**src/rtl/swervolf_wb_initiator.sv**
```systemverilog
// Single-outstanding Wishbone classic initiator: a valid/ready command port in,
// a valid/ready response port out (read data, or an error flag on ack timeout).
module swervolf_wb_initiator #(
    parameter int ADR_WIDTH = 6,
    parameter int TIMEOUT   = 255
) (
    input  logic                 i_clk,
    input  logic                 i_rst,
    input  logic                 i_cmd_valid,
    output logic                 o_cmd_ready,
    input  logic                 i_cmd_we,
    input  logic [ADR_WIDTH-1:0] i_cmd_adr,
    input  logic [31:0]          i_cmd_dat,
    input  logic [3:0]           i_cmd_sel,
    output logic                 o_rsp_valid,
    input  logic                 i_rsp_ready,
    output logic [31:0]          o_rsp_dat,
    output logic                 o_rsp_err,
    output logic [ADR_WIDTH-1:0] o_wb_adr,
    output logic [31:0]          o_wb_dat,
    output logic [3:0]           o_wb_sel,
    output logic                 o_wb_we,
    output logic                 o_wb_cyc,
    output logic                 o_wb_stb,
    input  logic [31:0]          i_wb_rdt,
    input  logic                 i_wb_ack
);

    typedef enum logic [1:0] {
        IDLE = 2'd0,
        BUS  = 2'd1,
        RESP = 2'd2
    } state_t;

    localparam logic [15:0] TIMEOUT_C = 16'(TIMEOUT);

    state_t                 state_r;
    logic [15:0]            cnt_r;
    logic [ADR_WIDTH-1:0]   wb_adr_r;
    logic [31:0]            wb_dat_r;
    logic [3:0]             wb_sel_r;
    logic                   wb_we_r;
    logic                   wb_cyc_r;
    logic                   rsp_valid_r;
    logic [31:0]            rsp_dat_r;
    logic                   rsp_err_r;
    logic                   cmd_fire_s;
    logic                   expire_s;

    // Ready depends only on state so a command never waits on its own valid.
    assign o_cmd_ready = (state_r == IDLE) & ~i_rst;

    // Handshake and timeout-expiry decode.
    always_comb begin
        cmd_fire_s = 1'b0;
        expire_s   = 1'b0;
        if (i_cmd_valid && o_cmd_ready) begin
            cmd_fire_s = 1'b1;
        end else begin
            cmd_fire_s = 1'b0;
        end
        if ((TIMEOUT_C != 16'd0) && (cnt_r == 16'd1)) begin
            expire_s = 1'b1;
        end else begin
            expire_s = 1'b0;
        end
    end

    // Transaction FSM; every bus and response output is a register.
    always_ff @(posedge i_clk) begin
        if (i_rst) begin
            state_r     <= IDLE;
            cnt_r       <= 16'd0;
            wb_adr_r    <= '0;
            wb_dat_r    <= 32'd0;
            wb_sel_r    <= 4'd0;
            wb_we_r     <= 1'b0;
            wb_cyc_r    <= 1'b0;
            rsp_valid_r <= 1'b0;
            rsp_dat_r   <= 32'd0;
            rsp_err_r   <= 1'b0;
        end else begin
            case (state_r)
                IDLE: begin
                    if (cmd_fire_s) begin
                        wb_adr_r <= i_cmd_adr;
                        wb_dat_r <= i_cmd_dat;
                        wb_sel_r <= i_cmd_sel;
                        wb_we_r  <= i_cmd_we;
                        wb_cyc_r <= 1'b1;
                        cnt_r    <= TIMEOUT_C;
                        state_r  <= BUS;
                    end
                end
                BUS: begin
                    // Ack takes priority over a simultaneous timeout expiry.
                    if (i_wb_ack) begin
                        rsp_dat_r   <= wb_we_r ? 32'd0 : i_wb_rdt;
                        rsp_err_r   <= 1'b0;
                        rsp_valid_r <= 1'b1;
                        wb_cyc_r    <= 1'b0;
                        state_r     <= RESP;
                    end else if (expire_s) begin
                        rsp_dat_r   <= 32'd0;
                        rsp_err_r   <= 1'b1;
                        rsp_valid_r <= 1'b1;
                        wb_cyc_r    <= 1'b0;
                        state_r     <= RESP;
                    end else if (TIMEOUT_C != 16'd0) begin
                        cnt_r <= cnt_r - 16'd1;
                    end
                end
                RESP: begin
                    if (i_rsp_ready) begin
                        rsp_valid_r <= 1'b0;
                        state_r     <= IDLE;
                    end
                end
                default: begin
                    wb_cyc_r    <= 1'b0;
                    rsp_valid_r <= 1'b0;
                    state_r     <= IDLE;
                end
            endcase
        end
    end

    assign o_wb_adr    = wb_adr_r;
    assign o_wb_dat    = wb_dat_r;
    assign o_wb_sel    = wb_sel_r;
    assign o_wb_we     = wb_we_r;
    assign o_wb_cyc    = wb_cyc_r;
    assign o_wb_stb    = wb_cyc_r;
    assign o_rsp_valid = rsp_valid_r;
    assign o_rsp_dat   = rsp_dat_r;
    assign o_rsp_err   = rsp_err_r;

endmodule

```
**config.mk**
```make
export PLATFORM = sky130hd
export DESIGN_NAME = swervolf_wb_initiator
export DESIGN_NICKNAME = d
export VERILOG_FILES = /design/src/rtl/swervolf_wb_initiator.sv
export SDC_FILE = /design/constraint.sdc
export NUM_CORES = 1
export LEC_CHECK = 0
export ABC_CLOCK_PERIOD_IN_PS = 2700
export CAP_MARGIN = 10
export CELL_PAD_IN_SITES_DETAIL_PLACEMENT = 1
export CELL_PAD_IN_SITES_GLOBAL_PLACEMENT = 1
export CORE_ASPECT_RATIO = 0.7
export CORE_MARGIN = 2
export CORE_UTILIZATION = 29
export CTS_CLUSTER_SIZE = 30
export DETAILED_ROUTE_END_ITERATION = 12
export PLACE_DENSITY = 0.79
export SYNTH_ARGS = -nofsm -noshare
export SYNTH_HDL_FRONTEND = slang
export SYNTH_SLANG_ARGS = --single-unit
```
**constraint.sdc**
```tcl
create_clock -name i_clk -period 2.7 [get_ports i_clk]
set_input_delay 0.27 -clock i_clk [delete_from_list [all_inputs] [get_ports i_clk]]
set_output_delay 0.27 -clock i_clk [all_outputs]
set_load 0.01 [all_outputs]
```
==> results.yml, run 1 <==
place:
  detailed_place_hpwl_um: 8314
  io_buffer_count: 159
  routabilityCongestion: 0.8021
  placed_instances: 682
grt:
  vias_in_the_first_global_route: 3543
  maximum_number_of_pins_on_one_net_before_global_route_repair: 61
  grt_remaining_overflow: 0
  grt_usage_pct: 17.68
  grt_antenna_before_repair: 0
  grt_first_pass_wirelength_um: 18200
final_layout:
  finish.cell_count_without_fillers: 698
  post_route_cells_drive_above_1_share_pct: 6.100
  antenna_cells: 0
  layout.nets: 618
  mostFrequentLayoutCells: "sky130_fd_sc_hd__clkdlybuf4s50_1, sky130_fd_sc_hd__dfxtp_1, sky130_fd_sc_hd__nand2_1"
  layout.cells.most_common: "sky130_fd_sc_hd__clkdlybuf4s50_1"
  fillCellCount: 1338
  areaGrowthSynthToFinish_pct: 58.55
sta:
  final.hold.worst_slack_ns: 0.4554
  maxClockFrequency_mhz: 461.4
  fin_crit_sh_pct: 80.27
  final-hold-violation-count: 0
  fin_tns_setup_ns: 0
  period_minus_slack_ns: 2.167
  final-max-slew-violation-count: 0
  worst_pin_slew_ns: 0.6615
  fin_skew_ns: 0.01096
  slew-limit-headroom_pct: 55.90
  setup_viol_count_final: 0
  setup_repair_after_global_routing_missed_its_margin: "false"
logic_synthesis:
  synth_sequential_area_ratio_pct: 54.94
  syn-cell-area_um2: 3498
  synth-edff-count: 0
  netlist_top_cells_area: "sky130_fd_sc_hd__dfxtp_1, sky130_fd_sc_hd__nand2_1, sky130_fd_sc_hd__a21oi_1"
  yosys_register_bits: 96
  synthDominantCellAreaShare_pct: 54.94
  synth.avg_cell_area_um2: 9.110
  synth_ff_type: "sky130_fd_sc_hd__dfxtp_1"
  synthesis.instances: 384
  synth_top_cell_by_area: "sky130_fd_sc_hd__dfxtp_1"
  synthArstFlopShare_pct: 0
  synthesis.nets: 466
  yosys_warnings: 0
  yosys.cell_types.count: 40
clocking:
  holdBufCountCts: 0
  htree_levels: 3
  tritoncts.num_buffers: 9
  number_of_clock_sinks: 96
  postCtsResizedCells: 0
  deepest_clock_path_buffer_count: 2
  cts-root-buf: "sky130_fd_sc_hd__clkbuf_16"
  cts_tree: "built"
  clock_transition_at_path_regs_ns: 0.07
  insertion_delay_ns: 0.34
  cts_setup_buffers: 0
floorplanning:
  chipHeight_um: 95.90
  floorplan.rows: 33
  fp.dieArea_um2: 12970
  floorplan.io_pins: 160
  core_area_um2: 11730
  start_util_pct: 29.83
  floorplan.die.width_um: 135.3
worst_setup_path:
  reg_to_reg_slack_setup_ns: 0.53
  worstPathRequired_ns: 2.92
  reg2reg_to: "o_rsp_dat[0]$_SDFFE_PP0P_"
  crit_arrival_ns: 2.39
  critPathKind: "reg -> reg"
  critPathLaunchType: "flip-flop"
  r2r-start: "cnt_r[6]$_SDFFE_PP0P_"
  crit_path_end_kind: "flip-flop"
  cp_max_fo: 23
  worst-r2r-cell-count: 6
run:
  max_cap_violations: 0
drt:
  detail_route.first_pass.iterations: 4
  route.final.wire_length_um: 11410
  avgRoutedWirePerCell_um: 16.35
  route.detailed.vias_per_inst: 4.772
  drc_viols: 0
  drt.antenna.violating_nets: 0
  dr_total_vias: 3331
  drt_first_iter_violations: 62
run_status:
  status: "complete, no violations"
hold_path:
  min-delay-start: "o_wb_dat[12]$_SDFFE_PP0P_"
  worst_hold_path.num_cells: 2
  min_to: "o_wb_dat[12]$_SDFFE_PP0P_"
  min_path_type: "reg -> reg"
pwr:
  power.density_nw_per_um2: 606.7
  vdd_drop_max_uv: 336.6
  static-leakage-power_nw: 2.014
-- flip-flops by register name (all words and copies together), names as in the netlist --
| register | flops |
|---|---|
| o_rsp_err | 1 |
| o_wb_dat | 32 |
| o_wb_sel | 4 |
| state_r | 2 |
| cnt_r | 16 |
| o_wb_adr | 6 |
| o_wb_we | 1 |
| o_wb_cyc | 1 |
| o_rsp_dat | 32 |
| o_rsp_valid | 1 |
-- power breakdown --
group	internal [mW]	leakage [nW]	switching, mW	total [mW]
Combinational	0.314	1.10	0.265	0.580
Clock	0.662	0.133	0.568	1.23
Sequential	1.50	0.785	0.0595	1.56
-- through the flow --
| step | worst slack (ns) | utilization (%) | power, mW | cell area (um^2) |
|---|---|---|---|---|
| finish | 0.5326 | 47.30 | 3.365 | 5547 |
| global route | 0.3704 | 47.30 | 3.533 | 5547 |
| CTS | 0.5126 | 47.30 | 3.417 | 5547 |
| detailed placement | 0.3961 | 44.82 | 2.170 | 5256 |
| global placement | 0.4903 | 44.82 | 2.148 | 5256 |
| floorplan | 0.6869 | - | 1.837 | 3498 |
-- worst max-delay path by stage --
stage	from	endpoint	slack [ns]	cells past startpoint
after floorplan	cnt_r[6]$_SDFFE_PP0P_	o_rsp_dat[10]$_SDFFE_PP0P_	0.69	6
after global placement	i_cmd_valid	cnt_r[8]$_SDFFE_PP0P_	0.49	6
after detailed placement	i_cmd_valid	cnt_r[8]$_SDFFE_PP0P_	0.40	6
after CTS	cnt_r[6]$_SDFFE_PP0P_	o_rsp_dat[8]$_SDFFE_PP0P_	0.51	6
after global routing	cnt_r[6]$_SDFFE_PP0P_	o_rsp_dat[0]$_SDFFE_PP0P_	0.37	6
final	cnt_r[6]$_SDFFE_PP0P_	o_rsp_dat[0]$_SDFFE_PP0P_	0.53	6
-- synthesized netlist by cell type (all sizes together) (2+ instances only) --
library cell  instances
a2111oi               2
a211oi                6
a21oi                60
a22o                 32
buf                   6
clkbuf               20
dfxtp                96
ha                    2
inv                   5
nand2                92
nand2b                2
nand3                 3
nand4                 2
nor2                 14
nor3                  6
nor4b                 2
o211ai                2
o21ai                 3
or3                   3
or4                   3
xnor2                 9
xor2                  3
-- cell families after synthesis --
family                   synth area share [%]
AO/OA/AOI/OAI                           20.60
buffers and inverters                   3.577
XOR/XNOR                                3.005
flip-flops                              54.94
adder cells (fa/ha/maj)                0.7152
AND/OR/NAND/NOR                         17.17
-- critical path, stage by stage (launching register included) --
cell                      delay [ns]
sky130_fd_sc_hd__dfxtp_1        0.35
sky130_fd_sc_hd__or4_4          0.58
sky130_fd_sc_hd__nor4b_4        0.24
sky130_fd_sc_hd__a41o_1         0.25
sky130_fd_sc_hd__a21oi_2        0.15
sky130_fd_sc_hd__buf_4          0.28
sky130_fd_sc_hd__a22o_1         0.21
-- cell type report --
cell class / instances / area [um^2] / share of cell area [%]
clock buffer: 10 / 239.0 / 4.309
clock inverter: 6 / 51.30 / 0.9249
inverter: 5 / 18.77 / 0.3384
multi-input combinational: 257 / 1460 / 26.33
sequential: 96 / 1922 / 34.65
tap: 157 / 196.4 / 3.542
timing repair buffer: 167 / 1659 / 29.91
-- routing by layer --
layer | track usage [%] | wire length, um
met2 | 27.83 | 5094
met5 | 0 | 0
met3 | 8.215 | 1015
met1 | 22.30 | 5145
met4 | 3.819 | 157
No activity file was read; power rests on OpenSTA's default activity.
==> inputs of run 2 (changes only) <==
Settings changed: ABC_CLOCK_PERIOD_IN_PS 2700 to 2040.
Clock period 2.7 ns to 2.04 ns, I/O delays scaled along.
==> run 2 against run 1 <==
Net effect: register-to-register slack got worse by 0.51 ns; clock-buffer cell count is the same; setup slack worse by 0.51 ns; largest power group unchanged; final area rose by 4.0%; utilization is 1.9 points higher; critical path type unchanged; largest cell class unchanged; final cell count grew 2.7%; die area unchanged; maximum frequency grew 7.3%; flip-flop and latch count did not move.
==> results.yml, run 2 (synthesis results as in run 1) <==
clocking:
  cts_tree: "built"
  cts_setup_buffers: 0
  postCtsResizedCells: 2
  holdBufCountCts: 0
  cts-root-buf: "sky130_fd_sc_hd__clkbuf_16"
  clock_transition_at_path_regs_ns: 0.07
  insertion_delay_ns: 0.33
  htree_levels: 3
  number_of_clock_sinks: 96
  deepest_clock_path_buffer_count: 2
  tritoncts.num_buffers: 9
worst_setup_path:
  worstPathRequired_ns: 2.26
  slowest_delay_ns: 0.54
  critPathBufInv: 1
  cp_max_fo: 15
  crit_arrival_ns: 2.24
  critPathLaunchType: "flip-flop"
  path_delay_family: "simple AND/OR/NAND/NOR gates"
  critPathSlowestCell: "sky130_fd_sc_hd__or4_4"
  critPathKind: "reg -> reg"
  crit_chain: "or4_4 -> nor4b_4 -> a41o_1 -> a21oi_2 -> buf_12 -> a22o_1"
  crit_path_end_kind: "flip-flop"
grt:
  vias_in_the_first_global_route: 3547
  grt_antenna_before_repair: 0
  grt_first_pass_wirelength_um: 18190
  grt_remaining_overflow: 0
  grt_usage_pct: 18.11
  maximum_number_of_pins_on_one_net_before_global_route_repair: 60
sta:
  final.hold.worst_slack_ns: 0.4176
  period_minus_slack_ns: 2.019
  maxClockFrequency_mhz: 495.2
  slew-limit-headroom_pct: 55.92
  fin_crit_sh_pct: 98.99
  setup_repair_after_global_routing_missed_its_margin: "true"
  worst_pin_slew_ns: 0.6613
  fin_skew_ns: 0.009226
  final-hold-violation-count: 0
  setup_viol_count_final: 0
  final-max-slew-violation-count: 0
floorplanning:
  fp.dieArea_um2: 12970
  floorplan.rows: 33
  floorplan.die.width_um: 135.3
  start_util_pct: 29.83
  chipHeight_um: 95.90
  core_area_um2: 11730
  floorplan.io_pins: 160
pwr:
  fin_total_pwr_mw: 4.737
  static-leakage-power_nw: 2.146
  vdd_drop_max_uv: 488.2
  power.density_nw_per_um2: 821.1
final_layout:
  areaGrowthSynthToFinish_pct: 64.91
  layout.cells.most_common: "sky130_fd_sc_hd__clkdlybuf4s50_1"
  post_route_cells_drive_above_1_share_pct: 9.464
  layout.nets: 637
  antenna_cells: 0
  mostFrequentLayoutCells: "sky130_fd_sc_hd__clkdlybuf4s50_1, sky130_fd_sc_hd__dfxtp_1, sky130_fd_sc_hd__nand2_1"
place:
  io_buffer_count: 159
  detailed_place_hpwl_um: 8576
  routabilityCongestion: 0.9093
run:
  max_cap_violations: 0
drt:
  drt_first_iter_violations: 132
  wl_met2_um: 5218
  drc_viols: 0
  route.final.wire_length_um: 11640
  m1WireLength_um: 5236
  topRoutingLayerUsed: "met4"
  route.detailed.vias_per_inst: 4.794
  detail_route.first_pass.iterations: 4
  avgRoutedWirePerCell_um: 16.23
  dr_total_vias: 3437
  drt.antenna.violating_nets: 0
  dr_wl_met3_um: 1106
hold_path:
  min_path_type: "in -> reg"
run_status:
  status: "complete, no violations"
==> run 2: per-stage QoR <==
step                      cell area, um^2  cells  utilization (%)  setup TNS (ns)  setup WS [ns]
after global routing                 5769    717            49.20          -1.158       -0.05246
after global placement               5424    701            46.25         -0.5321       -0.02374
final                                5769    717            49.20               0        0.02066
after floorplan                      3498    384                -               0        0.02686
after CTS                            5768    717            49.19               0        0.01926
after detailed placement             5424    701            46.25          -3.707        -0.1884
==> run 2: final timing paths <==
check	startpoint	end	slack [ns]	cells after the start
max reg2reg	cnt_r[7]$_SDFFE_PP0P_	o_rsp_dat[9]$_SDFFE_PP0P_	0.02	6
min	i_cmd_dat[2]	o_wb_dat[2]$_SDFFE_PP0P_	0.42	3
max	cnt_r[7]$_SDFFE_PP0P_	o_rsp_dat[9]$_SDFFE_PP0P_	0.02	6
min reg2reg	o_wb_dat[6]$_SDFFE_PP0P_	o_wb_dat[6]$_SDFFE_PP0P_	0.45	2
==> run 2: metal layers <==
metal / up-vias / global-route usage [%]
li1: 1680 / -
met1: 1628 / 22.37
met2: 122 / 29.40
met3: 7 / 8.004
met4: 0 / 4.080
met5: - / 0
==> run 2: area by class of cell <==
cell class              count  area [um^2]
clock buffers              10        239.0
clock inverters             6        90.09
fillers                  1326         5957
inverters                   5        18.77
multi-input cells         257         1476
flip-flops and latches     96         1922
well taps                 157        196.4
repair buffers            186         1827
==> run 2: where the power goes <==
| group | switching [mW] | internal [mW] |
|---|---|---|
| registers | 0.0756 | 1.98 |
| clock network | 0.728 | 1.11 |
| logic | 0.373 | 0.467 |
| total | 1.18 | 3.56 |
==> run 2: worst register-to-register path: stages (launching register included) <==
cell and delay [ns]:
sky130_fd_sc_hd__dfxtp_1 0.35, sky130_fd_sc_hd__or4_4 0.54, sky130_fd_sc_hd__nor4b_4 0.27, sky130_fd_sc_hd__a41o_1 0.25, sky130_fd_sc_hd__a21oi_2 0.11, sky130_fd_sc_hd__buf_12 0.20, sky130_fd_sc_hd__a22o_1 0.19
==> inputs of run 3 (changes only) <==
Settings changed: SETUP_SLACK_MARGIN set to 0.3.
==> run 3 against run 2 <==
Net effect: the flow now finishes with violations (negative setup slack); register-to-register slack worse by 0.08 ns; first-iteration DRC count up 3.0%; highest routed layer unchanged; setup slack worse by 0.079 ns; clock skew down 0.0032 ns; die area unchanged; via count up 2.2%; final cell count up 0.98%; clock-buffer cell count up 1; sequential share of layout area down 1.0 points.
==> results.yml, run 3 (synthesis results as in run 1) <==
run_status:
  status: "finished, violations left"
  violated_checks: "negative setup slack"
final_layout:
  final_util_pct: 50.81
  regArea_um2: 1924
  post_route_cells_drive_above_1_share_pct: 13.40
  layout.cells.most_common: "sky130_fd_sc_hd__clkdlybuf4s50_1"
  fillCellCount: 1341
  antenna_cells: 0
  multi_input_area_um2: 1638
  mostFrequentLayoutCells: "sky130_fd_sc_hd__clkdlybuf4s50_1, sky130_fd_sc_hd__dfxtp_1, sky130_fd_sc_hd__nand2_1"
  final_design_area_no_fill_um2: 5958
  finish.cell_count_without_fillers: 724
  areaGrowthSynthToFinish_pct: 70.31
  layout.nets: 644
floorplanning:
  floorplan.io_pins: 160
  core_area_um2: 11730
  start_util_pct: 29.83
  floorplan.rows: 33
  chipHeight_um: 95.90
  floorplan.die.width_um: 135.3
  fp.dieArea_um2: 12970
drt:
  wl_met2_um: 5759
  route.detailed.vias_per_inst: 4.849
  dr_wl_met3_um: 889
  drt.antenna.violating_nets: 0
  drc_viols: 0
  drt_first_iter_violations: 136
  m1WireLength_um: 5544
  detail_route.first_pass.iterations: 4
  dr_total_vias: 3511
  route.final.wire_length_um: 12340
  topRoutingLayerUsed: "met4"
  avgRoutedWirePerCell_um: 17.04
run:
  max_cap_violations: 0
worst_setup_path:
  critPathBufInv: 2
  r2r-start: "cnt_r[9]$_SDFFE_PP0P_"
  path_delay_family: "simple AND/OR/NAND/NOR gates"
  crit_chain: "or4_4 -> nor4b_4 -> a41o_4 -> buf_4 -> buf_6 -> nand2_2 -> a21oi_2"
  cp_max_fo: 5
  worst-r2r-cell-count: 7
  slowest_delay_ns: 0.55
  reg2reg_to: "state_r[1]$_SDFFE_PP0P_"
  critPathSlowestCell: "sky130_fd_sc_hd__or4_4"
  critPathLaunchType: "flip-flop"
  crit_arrival_ns: 2.37
  crit_path_end_kind: "flip-flop"
  reg_to_reg_slack_setup_ns: -0.06
  critPathKind: "reg -> reg"
  worstPathRequired_ns: 2.31
clocking:
  insertion_delay_ns: 0.33
  clock_transition_at_path_regs_ns: 0.07
  number_of_clock_sinks: 96
  deepest_clock_path_buffer_count: 2
  tritoncts.num_buffers: 9
  cts_tree: "built"
  cts-root-buf: "sky130_fd_sc_hd__clkbuf_16"
  htree_levels: 3
sta:
  final-max-slew-violation-count: 0
  maxClockFrequency_mhz: 476.6
  worst_pin_slew_ns: 0.5013
  period_minus_slack_ns: 2.098
  fin_crit_sh_pct: 102.8
  setup_repair_after_global_routing_missed_its_margin: "true"
  final-hold-violation-count: 0
  post-route-worst-setup-slack_ns: -0.05806
  final.hold.worst_slack_ns: 0.4131
  fin_skew_ns: 0.006066
  setup_viol_count_final: 30
  slew-limit-headroom_pct: 66.32
pwr:
  power.density_nw_per_um2: 800.4
  fin_total_pwr_mw: 4.769
  static-leakage-power_nw: 2.181
  vdd_drop_max_uv: 437.0
grt:
  grt_remaining_overflow: 0
  vias_in_the_first_global_route: 3522
  grt_usage_pct: 18.25
  maximum_number_of_pins_on_one_net_before_global_route_repair: 49
  grt_first_pass_wirelength_um: 18490
  grt_antenna_before_repair: 0
hold_path:
  min_path_type: "in -> reg"
  worst_hold_path.num_cells: 3
  min-delay-start: "i_cmd_dat[24]"
  min_to: "o_wb_dat[24]$_SDFFE_PP0P_"
place:
  detailed_place_hpwl_um: 8443
  placed_instances: 698
  routabilityCongestion: 0.8575
  total_cell_area_at_the_placement_stage_um2: 5403
  io_buffer_count: 159
[run 3: changes by cell type in the layout (fill, tap and decap cells not counted), sizes merged]
cell	delta
a21oi	+3
buf	+4
clkbuf	+1
inv	-1
[run 3: metrics by stage]
step	setup slack (ns)	TNS (ns)
global placement	-0.006123	-0.01197
floorplan	0.03664	0
detailed placement	-0.07519	-1.992
global route	-0.1361	-3.779
CTS	0.03632	0
finish	-0.05806	-0.6402
[run 3: worst max-delay path by stage]
stage | start | slack, ns | depth (start not counted) | end
2_1_floorplan | cnt_r[7]$_SDFFE_PP0P_ | 0.04 | 6 | o_rsp_dat[10]$_SDFFE_PP0P_
3_3_place_gp | cnt_r[9]$_SDFFE_PP0P_ | -0.006 | 5 | o_rsp_dat[0]$_SDFFE_PP0P_
3_5_place_dp | cnt_r[9]$_SDFFE_PP0P_ | -0.08 | 5 | o_rsp_dat[23]$_SDFFE_PP0P_
4_1_cts | cnt_r[9]$_SDFFE_PP0P_ | 0.04 | 7 | cnt_r[3]$_SDFFE_PP0P_
5_1_grt | cnt_r[9]$_SDFFE_PP0P_ | -0.14 | 7 | state_r[1]$_SDFFE_PP0P_
6_report | cnt_r[9]$_SDFFE_PP0P_ | -0.06 | 7 | state_r[1]$_SDFFE_PP0P_
[run 3: per-layer routing]
| layer | track usage, % | vias to the layer above |
|---|---|---|
| met1 | 22.88 | 1700 |
| met3 | 6.372 | 13 |
| met5 | 0 | - |
| li1 | - | 1690 |
| met4 | 4.340 | 0 |
| met2 | 30.41 | 108 |
[run 3: layout make-up]
class / instances / area share [%]
flip-flops and latches: 96 / 32.30
clock buffers: 11 / 3.906
inverters: 5 / 0.3150
multi-input cells: 260 / 27.49
well taps: 157 / 3.297
repair buffers: 190 / 31.33
clock inverters: 5 / 1.365
[run 3: tightest hold or removal path: stages]
cell	delay, ns
sky130_fd_sc_hd__clkdlybuf4s50_1	0.39
sky130_fd_sc_hd__nand2_1	0.05
sky130_fd_sc_hd__a21oi_1	0.05
[run 3: where the power goes]
part | switching, mW | internal [mW]
clock | 0.708 | 1.08
combinational | 0.430 | 0.502
sequential | 0.0714 | 1.98
total | 1.21 | 3.56
[run 3: what timing repair did]
item                                    4_1_cts  5_1_grt
pin swaps                                     9       20
gates resized for setup                      10       24
hold buffers                                  0        0
buffers inserted                              3        4
endpoints found under the setup margin       53       54
gates cloned                                  2        1
